File: src/rtl/seq_detector_param_if.sv
// rtl/seq_detector_param_if.sv - configuration, bitstream and result signals of the pattern detector
interface seq_detector_param_if #(
  parameter int MAX_LEN = 16,
  parameter int LEN_W   = 5,
  parameter int CNT_W   = 8
);
  logic               cfg_load;
  logic [MAX_LEN-1:0] cfg_pattern;
  logic [LEN_W-1:0]   cfg_len;
  logic               cfg_overlap;
  logic               in_valid;
  logic               in_bit;
  logic               count_clr;
  logic               detect;
  logic [CNT_W-1:0]   match_count;
  logic               armed;

  modport master (
    output cfg_load, cfg_pattern, cfg_len, cfg_overlap, in_valid, in_bit, count_clr,
    input  detect, match_count, armed
  );

  modport slave (
    input  cfg_load, cfg_pattern, cfg_len, cfg_overlap, in_valid, in_bit, count_clr,
    output detect, match_count, armed
  );
endinterface

File: src/rtl/seq_detector_param.sv
// rtl/seq_detector_param.sv - run-time configurable serial bit-pattern detector with match counter
module seq_detector_param #(
  parameter int               MAX_LEN         = 16,
  parameter int               LEN_W           = 5,
  parameter int               CNT_W           = 8,
  parameter logic [MAX_LEN-1:0] DEFAULT_PATTERN = 16'b0000000000001100,
  parameter int               DEFAULT_LEN     = 6,
  parameter bit               DEFAULT_OVERLAP = 1'b1
) (
  input  logic clk,
  input  logic reset,
  seq_detector_param_if.slave bus
);
  logic [MAX_LEN-1:0] pattern_r;
  logic [MAX_LEN-1:0] hist;
  logic [MAX_LEN-1:0] nh;
  logic [MAX_LEN-1:0] mask;
  logic [LEN_W-1:0]   len_r;
  logic [LEN_W-1:0]   fill;
  logic [LEN_W-1:0]   nf;
  logic [LEN_W-1:0]   cfg_len_c;
  logic               overlap_r;
  logic               detect_r;
  logic               hit;
  logic               accept_hit;
  logic [CNT_W-1:0]   count_r;

  always_comb begin
    nh = (hist << 1) | {{(MAX_LEN-1){1'b0}}, bus.in_bit};
    nf = (fill >= LEN_W'(MAX_LEN)) ? fill : fill + LEN_W'(1);
    // Compare only the low len_r bits of history against the pattern.
    mask = '0;
    for (int i = 0; i < MAX_LEN; i++) begin
      mask[i] = (i < int'(len_r));
    end
    hit = (nf >= len_r) && ((nh & mask) == (pattern_r & mask));
    accept_hit = bus.in_valid && !bus.cfg_load && hit;

    if (bus.cfg_len == '0) begin
      cfg_len_c = LEN_W'(1);
    end else if (bus.cfg_len > LEN_W'(MAX_LEN)) begin
      cfg_len_c = LEN_W'(MAX_LEN);
    end else begin
      cfg_len_c = bus.cfg_len;
    end
  end

  always_ff @(posedge clk) begin
    if (reset) begin
      pattern_r <= DEFAULT_PATTERN;
      len_r     <= LEN_W'(DEFAULT_LEN);
      overlap_r <= DEFAULT_OVERLAP;
      hist      <= '0;
      fill      <= '0;
      detect_r  <= 1'b0;
      count_r   <= '0;
    end else begin
      if (bus.count_clr) begin
        count_r <= '0;
      end else if (accept_hit && (count_r != '1)) begin
        count_r <= count_r + CNT_W'(1);
      end

      if (bus.cfg_load) begin
        pattern_r <= bus.cfg_pattern;
        len_r     <= cfg_len_c;
        overlap_r <= bus.cfg_overlap;
        hist      <= '0;
        fill      <= '0;
        detect_r  <= 1'b0;
      end else if (bus.in_valid) begin
        hist     <= nh;
        detect_r <= hit;
        // Non-overlap restarts the fill so the next match needs len_r fresh bits.
        fill     <= (hit && !overlap_r) ? '0 : nf;
      end else begin
        detect_r <= 1'b0;
      end
    end
  end

  assign bus.detect      = detect_r;
  assign bus.match_count = count_r;
  assign bus.armed       = (fill >= len_r);
endmodule

File: src/flat_wrapper.sv
// flat-port wrapper written by rule: the top's interface ports become plain ports
module seq_detector_param_flat 
#(
  parameter int               MAX_LEN         = 16,
  parameter int               LEN_W           = 5,
  parameter int               CNT_W           = 8,
  parameter logic [MAX_LEN-1:0] DEFAULT_PATTERN = 16'b0000000000001100,
  parameter int               DEFAULT_LEN     = 6,
  parameter bit               DEFAULT_OVERLAP = 1'b1
)
  (clk, reset, bus_cfg_load, bus_cfg_pattern, bus_cfg_len, bus_cfg_overlap, bus_in_valid, bus_in_bit, bus_count_clr, bus_detect, bus_match_count, bus_armed);
  seq_detector_param_if #(.MAX_LEN(MAX_LEN), .LEN_W(LEN_W), .CNT_W(CNT_W)) bus_i ();
  input  logic clk;
  input  logic reset;
  input wire logic [$bits(bus_i.cfg_load)-1:0] bus_cfg_load;
  input wire logic [$bits(bus_i.cfg_pattern)-1:0] bus_cfg_pattern;
  input wire logic [$bits(bus_i.cfg_len)-1:0] bus_cfg_len;
  input wire logic [$bits(bus_i.cfg_overlap)-1:0] bus_cfg_overlap;
  input wire logic [$bits(bus_i.in_valid)-1:0] bus_in_valid;
  input wire logic [$bits(bus_i.in_bit)-1:0] bus_in_bit;
  input wire logic [$bits(bus_i.count_clr)-1:0] bus_count_clr;
  output wire logic [$bits(bus_i.detect)-1:0] bus_detect;
  output wire logic [$bits(bus_i.match_count)-1:0] bus_match_count;
  output wire logic [$bits(bus_i.armed)-1:0] bus_armed;
  assign bus_i.cfg_load = bus_cfg_load;
  assign bus_i.cfg_pattern = bus_cfg_pattern;
  assign bus_i.cfg_len = bus_cfg_len;
  assign bus_i.cfg_overlap = bus_cfg_overlap;
  assign bus_i.in_valid = bus_in_valid;
  assign bus_i.in_bit = bus_in_bit;
  assign bus_i.count_clr = bus_count_clr;
  assign bus_detect = bus_i.detect;
  assign bus_match_count = bus_i.match_count;
  assign bus_armed = bus_i.armed;
  seq_detector_param #(.MAX_LEN(MAX_LEN), .LEN_W(LEN_W), .CNT_W(CNT_W), .DEFAULT_PATTERN(DEFAULT_PATTERN), .DEFAULT_LEN(DEFAULT_LEN), .DEFAULT_OVERLAP(DEFAULT_OVERLAP)) u_core (.clk(clk), .reset(reset), .bus(bus_i));
endmodule
File: config.mk
export PLATFORM = sky130hd
export DESIGN_NAME = seq_detector_param_flat
export DESIGN_NICKNAME = d
export VERILOG_FILES = /design/src/rtl/seq_detector_param_if.sv /design/src/rtl/seq_detector_param.sv /design/src/flat_wrapper.sv
export SDC_FILE = /design/constraint.sdc
export NUM_CORES = 1
export LEC_CHECK = 0
export CORE_UTILIZATION = 25
export DETAILED_ROUTE_END_ITERATION = 6
export HOLD_SLACK_MARGIN = 0.1
export PLACE_DENSITY_LB_ADDON = 0.12
export SYNTH_ARGS = -nofsm -noshare
export SYNTH_HDL_FRONTEND = slang
export SYNTH_SLANG_ARGS = --single-unit
export TNS_END_PERCENT = 50
File: constraint.sdc
create_clock -name clk -period 3 [get_ports clk]
set_clock_uncertainty 0.05 [all_clocks]
set_input_delay 0.9 -clock clk [delete_from_list [all_inputs] [get_ports clk]]
set_output_delay 0.9 -clock clk [all_outputs]
set_load 0.01 [all_outputs]
==> reports/metrics.yaml <==
detailed_routing:
  drt_first_pass_iters: 6
  drc_errors: 2
  post_drt_wl_per_cell_um: 13.1
  antenna_left: 0
  vias: 2130
  avgViaCountPerCell: 4.55
  first_iter_violations: 50
  routed_wl_um: 6130
final_layout:
  final_layout_size_suffix_gt1_frac: 0.111
  multiInputGateArea_um2: 1520
  layout_common_cells: "49 x dfxtp_1, 37 x nor2_1, 35 x clkdlybuf4s50_1"
  fillers: 1110
  antenna_cells: 0
  syn2layout_area_growth_pct: 25.9
  final_util: 0.322
  seq_area_um2: 1020
  final_cells: 468
  layout_commonest_cell: "dfxtp_1"
  nets: 372
setup_path:
  cp-end-kind: "output pin"
  rr_endpoint: "u_core.bus.match_count[6]"
  rr_worst_depth: 11
  crit_path_max_fanout: 3
  regToRegStartpoint: "u_core.fill[1]"
  crit_path_start: "u_core.fill[0]"
  required_ns: 2.05
  timing.reg2reg.setup_slack_ns: 0.22
  path_class: "reg -> out"
  cp.arrival_ns: 1.92
  crit_path_start_kind: "flop"
yosys:
  yosysTopAreaCell: "dfxtp_1"
  ys_seq_area_frac: 0.388
  synth-seq-cells: 51
  netlist.area_leader.share: 0.388
  synth.area.top_cells: "dfxtp_1 39%, mux2i_1 12%, ha_1 6.2%"
  yosys.cell_types.count: 48
  synth_area_um2: 2630
  synth_warnings: 0
  synth_edf_count: 0
  syn_inst: 292
  syn-num-nets: 333
  synth_ff_type: "dfxtp_1"
  async_flop_share: 0
  syn_avg_cell_area_um2: 9.01
global_routing:
  grt_pass1_vias: 2040
  grt_max_degree: 26
  grtUsageTotal: 0.118
  grt_pass1_wl_um: 10300
  grt-ovfl-total: 0
  antenna_found_initial: 0
power_and_ir_drop:
  peakVddDrop_mv: 0.155
  intPower_uw: 963
  p_clk_frac: 0.314
  swShare: 0.273
  seqPwrFrac: 0.538
  power_density_nw_per_um2: 400
  power.total_uw: 1320
  leakage_uw: 0.00136
  combPwrFrac: 0.149
  p_switching_uw: 361
clock_network:
  clkTransAtPathRegs_ns: 0.10
  clkSinkCount: 51
  cts_tree: "built"
  h-tree-depth: 2
  clk-insertion-delay-late_ns: 0.31
  cts-root-buf: "clkbuf_8"
  cts_buffers: 5
  cts_buffer_depth: 2
min_path:
  worst_hold_path_type: "reg -> reg"
  hold_end: "u_core.bus.match_count[5]"
  hold_path.startpoint: "u_core.bus.match_count[5]"
  worst_hold_path.num_cells: 2
timing:
  drv_slew: 0
  finalSetupTns_ns: 0
  hold_slack_ns: 0.434
  worst_pin_slew_ns: 0.542
  fmax_mhz: 348
  setup_viol: 0
  max-slew-margin-rel: 0.639
  period_minus_slack_ns: 2.87
  period_share: 0.958
  rsz0062_at_grt: "no"
  hold_viol: 0
place:
  hpwl_um: 4640
  place_congestion: 0.755
  placed_cells: 459
  place.port_buffers: 37
floorplanning:
  coreArea_um2: 10300
  pin_count: 38
  initial_core_util: 0.256
  die_x_um: 105
  die-area_um2: 10900
  dieHeight_um: 105
  rows: 37
outcome:
  violations: "DRC"
  status: "finished, violations left"
run:
  maxCapViolCount: 0
[critical path, stage by stage (launching register included)]
cell and delay [ns]:
dfxtp_2 0.34, inv_1 0.07, ha_1 0.28, nand2b_1 0.14, a21o_1 0.18, a21oi_2 0.15
nor2b_1 0.06, o21ai_1 0.11, nand2b_1 0.06, clkdlybuf4s15_1 0.23
[per-layer routing]
metal	wire, um	share of wire	global-route usage
met5	0	0	0
met4	46	0.0075	0.0272
met3	137	0.022	0.0206
met2	3140	0.51	0.207
met1	2810	0.46	0.149
[layout make-up]
| class | instances | share of cell area |
|---|---|---|
| well taps | 136 | 0.0514 |
| multi-input cells | 213 | 0.457 |
| clock buffers | 5 | 0.0208 |
| repair buffers | 51 | 0.145 |
| clock inverters | 3 | 0.00567 |
| flip-flops and latches | 51 | 0.309 |
| inverters | 9 | 0.0102 |
[state kept, by name, summed over array words and instances, names as in the netlist]
signal and flops:
u_core.pattern_r 16, u_core.hist 15, u_core.bus.match_count 8, u_core.fill 5, u_core.len_r 5, u_core.bus.detect 1
u_core.overlap_r 1
[synth_stat cells (all sizes together) (4+ instances only)]
| master | number |
|---|---|
| a21oi | 15 |
| buf | 8 |
| clkbuf | 11 |
| dfxtp | 51 |
| ha | 13 |
| inv | 9 |
| mux2i | 32 |
| nand2 | 17 |
| nand3 | 8 |
| nor2 | 37 |
| nor2b | 5 |
| nor4 | 5 |
| o21ai | 12 |
| o31ai | 4 |
| or2 | 5 |
| or4 | 6 |
| xor2 | 17 |
[through the flow]
step	cell area [um^2]	worst slack (ns)
global route	3310	0.0104
CTS	3310	0.000273
floorplan	2630	0.172
global placement	3190	-0.455
finish	3310	0.126
detailed placement	3190	-0.468
[cells by family (layout without fill, tap and decap cells)]
family | after synthesis | in the layout | share of synthesized area
AOI/OAI and AO/OA | 55 | 55 | 0.139
buffers and inverters | 28 | 68 | 0.0442
xor gates and xnor gates | 19 | 19 | 0.0632
DFF | 51 | 51 | 0.388
and+or+nand+nor | 92 | 92 | 0.174
muxes | 33 | 33 | 0.126
adders and majority gates | 14 | 14 | 0.0656
[worst max-delay path by stage]
stage                                end  slack [ns]  cells past startpoint
2_1_floorplan  u_core.bus.match_count[5]        0.17                      8
3_3_place_gp   u_core.bus.match_count[6]       -0.46                      8
3_5_place_dp   u_core.bus.match_count[6]       -0.47                      8
4_1_cts                        bus_armed      0.0003                      9
5_1_grt        u_core.bus.match_count[6]        0.01                      8
6_report                       bus_armed        0.13                      9
[what timing repair did]
action | 4_1_cts | 5_1_grt
pin swaps | 2 | 0
buffers inserted | 1 | 0
gates resized for setup | 9 | 4
hold buffers | 0 | 0
endpoints found under the setup margin | 13 | 4
[power groups by stage]
stage                     clock network [uW]  registers [uW]  logic (uW)
after floorplan                            0             723         118
after global placement                     0             727         192
final                                    415             712         197
after detailed placement                   0             728         193
after global routing                     464             716         219
after CTS                                439             713         201
Power figures use the tool's default switching activity.
